$ cat config.mk
export PLATFORM = sky130hd
export DESIGN_NAME = tlb
export DESIGN_NICKNAME = d
export VERILOG_FILES = /design/src/rtl/tlb.sv
export SDC_FILE = /design/constraint.sdc
export NUM_CORES = 1
export LEC_CHECK = 0
export CORE_ASPECT_RATIO = 1.4
export CORE_UTILIZATION = 44
export CTS_BUF_LIST = sky130_fd_sc_hd__clkbuf_2 sky130_fd_sc_hd__clkbuf_4 sky130_fd_sc_hd__clkbuf_8
export CTS_CLUSTER_DIAMETER = 150
export CTS_CLUSTER_SIZE = 16
export DETAILED_ROUTE_END_ITERATION = 8
export GPL_TIMING_DRIVEN = 0
export PLACE_DENSITY = 0.72
export SLEW_MARGIN = 20
export SYNTH_ARGS = -nofsm -noshare
export SYNTH_HDL_FRONTEND = slang
export SYNTH_SLANG_ARGS = --single-unit
$ cat constraint.sdc
create_clock -name clk_i -period 2.4 [get_ports clk_i]
set_input_delay 0.24 -clock clk_i [delete_from_list [all_inputs] [get_ports clk_i]]
set_output_delay 0.24 -clock clk_i [all_outputs]
set_load 0.1 [all_outputs]
$ cat src/rtl/tlb.sv
// Fully associative TLB: hits answered locally, misses forwarded to the page-table walker.
// Ports: clk_i/rst_i (sync, active-high); core side req_i, vaddr_i, flush_i, busy_o,
//   valid_o, error_o, paddr_o; walker side ptw_req_o, ptw_vaddr_o, ptw_valid_i,
//   ptw_error_i, ptw_paddr_i. Define TLB_STATS_EN to add hit_count_o/miss_count_o.

package params_pkg;
    localparam int VADDR_WIDTH = 32;
    localparam int PADDR_WIDTH = 20;
endpackage

module tlb #(
    parameter int VADDR_WIDTH  = params_pkg::VADDR_WIDTH,
    parameter int PADDR_WIDTH  = params_pkg::PADDR_WIDTH,
    parameter int OFFSET_WIDTH = 12,
    parameter int NUM_ENTRIES  = 4
) (
    input  logic                   clk_i,
    input  logic                   rst_i,
    input  logic                   req_i,
    input  logic [VADDR_WIDTH-1:0] vaddr_i,
    input  logic                   flush_i,
    output logic                   busy_o,
    output logic                   valid_o,
    output logic                   error_o,
    output logic [PADDR_WIDTH-1:0] paddr_o,
    output logic                   ptw_req_o,
    output logic [VADDR_WIDTH-1:0] ptw_vaddr_o,
    input  logic                   ptw_valid_i,
    input  logic                   ptw_error_i,
    input  logic [PADDR_WIDTH-1:0] ptw_paddr_i
`ifdef TLB_STATS_EN
    ,
    output logic [31:0]            hit_count_o,
    output logic [31:0]            miss_count_o
`endif
);

    localparam int VPN_W = VADDR_WIDTH - OFFSET_WIDTH;
    localparam int PPN_W = PADDR_WIDTH - OFFSET_WIDTH;
    localparam int IDX_W = $clog2(NUM_ENTRIES);

    typedef enum logic [1:0] {IDLE, WALK, RESP} state_t;

    state_t state_q, state_d;

    logic [NUM_ENTRIES-1:0] vld_q;
    logic [VPN_W-1:0]       vpn_q [NUM_ENTRIES];
    logic [PPN_W-1:0]       ppn_q [NUM_ENTRIES];
    logic [IDX_W-1:0]       ptr_q;
    logic [VADDR_WIDTH-1:0] vaddr_q;
    logic                   err_q;

    logic             hit;
    logic [IDX_W-1:0] hit_idx;
    logic             has_free;
    logic [IDX_W-1:0] free_idx;
    logic [IDX_W-1:0] victim;
    logic [VPN_W-1:0] req_vpn;

    // Walker offset bits are not used: the offset always comes from the vaddr.
    logic unused_ok;
    assign unused_ok = ^ptw_paddr_i[OFFSET_WIDTH-1:0];

    assign req_vpn = vaddr_i[VADDR_WIDTH-1:OFFSET_WIDTH];

    always_comb begin
        hit     = 1'b0;
        hit_idx = '0;
        for (int i = 0; i < NUM_ENTRIES; i++) begin
            if (vld_q[i] && vpn_q[i] == req_vpn) begin
                hit     = 1'b1;
                hit_idx = IDX_W'(i);
            end
        end
    end

    // Descending scan leaves the lowest-index free slot selected.
    always_comb begin
        has_free = 1'b0;
        free_idx = '0;
        for (int i = NUM_ENTRIES - 1; i >= 0; i--) begin
            if (!vld_q[i]) begin
                has_free = 1'b1;
                free_idx = IDX_W'(i);
            end
        end
    end

    assign victim = has_free ? free_idx : ptr_q;

    always_comb begin
        state_d = state_q;
        unique case (state_q)
            IDLE: if (req_i) state_d = hit ? RESP : WALK;
            WALK: if (ptw_error_i || ptw_valid_i) state_d = RESP;
            RESP: state_d = IDLE;
            default: state_d = IDLE;
        endcase
    end

    always_ff @(posedge clk_i) begin
        if (rst_i) begin
            state_q <= IDLE;
            vld_q   <= '0;
            ptr_q   <= '0;
            vaddr_q <= '0;
            err_q   <= 1'b0;
            paddr_o <= '0;
        end else begin
            state_q <= state_d;
            unique case (state_q)
                IDLE: begin
                    if (req_i) begin
                        vaddr_q <= vaddr_i;
                        err_q   <= 1'b0;
                        if (hit) begin
                            paddr_o <= {ppn_q[hit_idx],
                                        vaddr_i[OFFSET_WIDTH-1:0]};
                        end
                    end
                end
                WALK: begin
                    if (ptw_error_i) begin
                        err_q <= 1'b1;
                    end else if (ptw_valid_i) begin
                        paddr_o <= {ptw_paddr_i[PADDR_WIDTH-1:OFFSET_WIDTH],
                                    vaddr_q[OFFSET_WIDTH-1:0]};
                        // A concurrent flush suppresses the fill entirely,
                        // including the pointer advance.
                        if (!flush_i) begin
                            vld_q[victim] <= 1'b1;
                            vpn_q[victim] <= vaddr_q[VADDR_WIDTH-1:OFFSET_WIDTH];
                            ppn_q[victim] <= ptw_paddr_i[PADDR_WIDTH-1:OFFSET_WIDTH];
                            if (!has_free) ptr_q <= ptr_q + 1'b1;
                        end
                    end
                end
                default: ;
            endcase
            if (flush_i) vld_q <= '0;
        end
    end

    assign busy_o      = (state_q != IDLE);
    assign ptw_req_o   = (state_q == WALK);
    assign ptw_vaddr_o = vaddr_q;
    assign valid_o     = (state_q == RESP) && !err_q;
    assign error_o     = (state_q == RESP) && err_q;

`ifdef TLB_STATS_EN
    logic accept;
    assign accept = (state_q == IDLE) && req_i;

    always_ff @(posedge clk_i) begin
        if (rst_i || flush_i) begin
            hit_count_o  <= '0;
            miss_count_o <= '0;
        end else if (accept) begin
            if (hit) begin
                if (hit_count_o != '1) hit_count_o <= hit_count_o + 1'b1;
            end else begin
                if (miss_count_o != '1) miss_count_o <= miss_count_o + 1'b1;
            end
        end
    end
`endif

endmodule

==> metrics.txt <==
count leader, synth edfxtp_1; Die X between 100 and 150 um; status finished with violations; CTS tree built; # DRC 0; GRT Residual Overflow 0; worst path cell trace xnor2_2 > nand4_1 > or4_4 > o221ai_4 > buf_4 > a21oi_2 > nor4_2 > nor3_1; final WL about 20000 um; compound-gate portion of the synthesized area 0.105; Synth Area in Adders 0; Post-Synth Simple-Gate Area 0.126; Hold Path Cell Cnt 3; Worst R2R Start vpn_q[2][4]$_DFFE_PP_; IO buf count 80; setup ws final -0.00296 ns; core box area about 0.017 mm2; hold path start vaddr_i[21]; syn_nets about 670; Final Cycle Share 1.00; end-of-flow core utilization 0.573; Worst Hold Class input port to flop; gpl congestion between 0.8 and 0.9; Reg2Reg Depth 8; R2R setup slack -0.003 ns; main flop type after synthesis edfxtp_1; Max-slew headroom 0.333; via count about 5300; post-synthesis mux area share 0.0159; Tmin final about 2.4 ns; Worst Skew about 0.012 ns; post-synthesis instance total roughly 600; synthesis-to-layout area growth 27.4%; ANT nets after route 0; CP Data Required Time between 2 and 3 ns; max-cap violations 0; H-tree depth 4; root buffer cell clkbuf_8; initial antenna violation count 0; vias in the first global route between 5000 and 6000; crit-path max cell delay approximately 0.61 ns; clock sink count ~170; Via density about 5.6; nets 785; CP Launch Point vpn_q[2][4]$_DFFE_PP_; CP Buf/Inv Count 1; Synth Warn # 0; commonest cells in the netlist 112 x edfxtp_1, 76 x nand2_1, 61 x dfxtp_1, 53 x a21oi_1, 46 x xnor2_1; final hold vios 0; top cell type's share of synthesized area 0.446; LEAKAGE 3.34 nW; synth top area cells edfxtp_1 45%, dfxtp_1 16%, xnor2_1 5.3%, nand2_1 3.8%, a21oi_1 3.5%; n_diodes 0; Slew @ Worst Pin between 1 and 1.5 ns; FMAX approximately 420 MHz; fill count roughly 1400; Initial Util 0.450; Setup CP Type flop to flop; Mapped Avg Cell Area 12.3 um2; DR pass1 iterations 7; family with the most delay on the worst path simple AND/OR/NAND/NOR gates; RSZ-0062 raised after global routing true; clock slew seen by the registers of the worst setup and hold paths approximately 0.080 ns; Critical Path Sink paddr_o[18]$_SDFFE_PP0P_; crit end category flop; dpl hpwl roughly 14000 um; share of synthesized flip-flops with an asynchronous set or reset 0; failing checks setup timing; crit path launch type flop; deepest clock path buffer count 2; Multi-input gate area ~0.0030 mm2; xor and xnor fraction of the mapped netlist area 0.103; combinational family with the most area after synthesis simple AND/OR/NAND/NOR gates; Seq. cell area about 0.0046 mm2; Pwr Total 6.75 mW; final setup fails 1; Critical Path Slowest Stage Cell or4_4; register area share after synthesis 0.608; Inserted Clock Buffers 17; Yosys cell types 44; hold bufs inserted after CTS 0; Slew Viols, Final 0; r2r endpoint paddr_o[18]$_SDFFE_PP0P_; first-pass GRT wire length 29900 um; layout cells sized above 1 0.214; EDFF count, synth ~110; Initial DRC Count 340; Die ar. between 0.015 and 0.02 mm2; total track usage 0.231; row count 56; Crit. path cell count 8; Die Y roughly 160 um; crit-path max FO 8; IR drop worst, VDD between 0.0005 and 0.0006 V; Power per Cell Area roughly 700 mW/mm2; post-synth top area cell edfxtp_1; io pins between 100 and 150; Avg WL per Cell 20.9 um; Mapped Area between 0.007 and 0.008 mm2; Worst-Skew Late Latency 0.47 ns; largest net degree at the start of global routing 18; WP data arrival ~2.7 ns; register bit total from synthesis ~170
-- cells by family after synthesis --
group	after synthesis
and+or+nand+nor	186
buffers and inverters	51
xor gates and xnor gates	83
DFF	173
AOI/OAI and AO/OA	109
muxes	12
-- worst min-delay path by stage --
stage / end / slack [ns]
3_5_place_dp: ptw_vaddr_o[2]$_SDFFE_PP0P_ / 0.47
5_1_grt: ptw_vaddr_o[26]$_SDFFE_PP0P_ / 0.03
2_1_floorplan: vld_q[1]$_SDFFE_PP0P_ / 0.32
3_3_place_gp: ptw_vaddr_o[2]$_SDFFE_PP0P_ / 0.46
4_1_cts: ptw_vaddr_o[21]$_SDFFE_PP0P_ / 0.02
6_report: ptw_vaddr_o[21]$_SDFFE_PP0P_ / 0.03
-- worst min-delay path: cells and delay by family --
family	cells	cell delay [ns]
buf+inv	1	0.11
simple gates	1	0.05
compound gates	1	0.05
-- power by group --
group	internal, mW	switching [mW]	total (mW)
Sequential	3.24	0.0748	3.32
Combinational	0.397	0.969	1.37
Clock	1.05	1.01	2.07
Total	4.70	2.06	6.75
-- layout make-up --
cell class / count / share of cell area
Sequential cell: 173 / 0.477
Multi-Input combinational cell: 390 / 0.309
Timing Repair Buffer: 98 / 0.115
Buffer: 44 / 0.0293
Clock buffer: 19 / 0.0266
Tap cell: 203 / 0.0264
Clock inverter: 13 / 0.0155
Inverter: 3 / 0.00117
-- timing repair --
item / 4_1_cts / 5_1_grt
resized for setup: 34 / 32
gates cloned: 0 / 1
pin swaps: 10 / 33
setup buffers: 5 / 8
endpoints found under the setup margin: 25 / 80
-- flip-flops by register name (all words and copies together), names as in the netlist --
signal,count
ppn_q,32
state_q,2
ptr_q,2
ptw_vaddr_o,32
paddr_o,20
vpn_q,80
vld_q,4
err_q,1
-- layer usage --
| metal | vias up | GRT usage | share of wire |
|---|---|---|---|
| li1 | 2450 | - | - |
| met1 | 2593 | 0.253 | 0.38 |
| met2 | 199 | 0.433 | 0.55 |
| met3 | 41 | 0.0395 | 0.043 |
| met4 | 0 | 0.107 | 0.033 |
| met5 | - | 0 | 0 |
-- per-stage QoR --
step	worst slack, ns	cells	hold WS [ns]	instance area, um2	setup TNS [ns]
after floorplan	-0.234	614	0.319	7540	-14.41
final	-0.00296	943	0.0298	9600	-0.00296
after detailed placement	-0.764	901	0.469	8740	-8.72
after global routing	-0.0870	943	0.0296	9600	-0.406
after global placement	-1.51	897	0.464	8600	-122.45
after CTS	-0.0118	935	0.0189	9320	-0.0118
-- placed cells by master (no fill, tap or decap), types with 12 or more instances in the layout --
cell type / count
xnor2_1: 36
nand2_1: 76
clkbuf_1: 17
nand3_1: 13
clkdlybuf4s50_1: 74
a21oi_1: 47
buf_2: 14
nand4_1: 17
mux2i_1: 12
a21oi_2: 14
xnor2_2: 17
xor2_1: 27
edfxtp_1: 112
clkbuf_8: 18
dfxtp_1: 61
No activity file was read; power rests on OpenSTA's default activity.
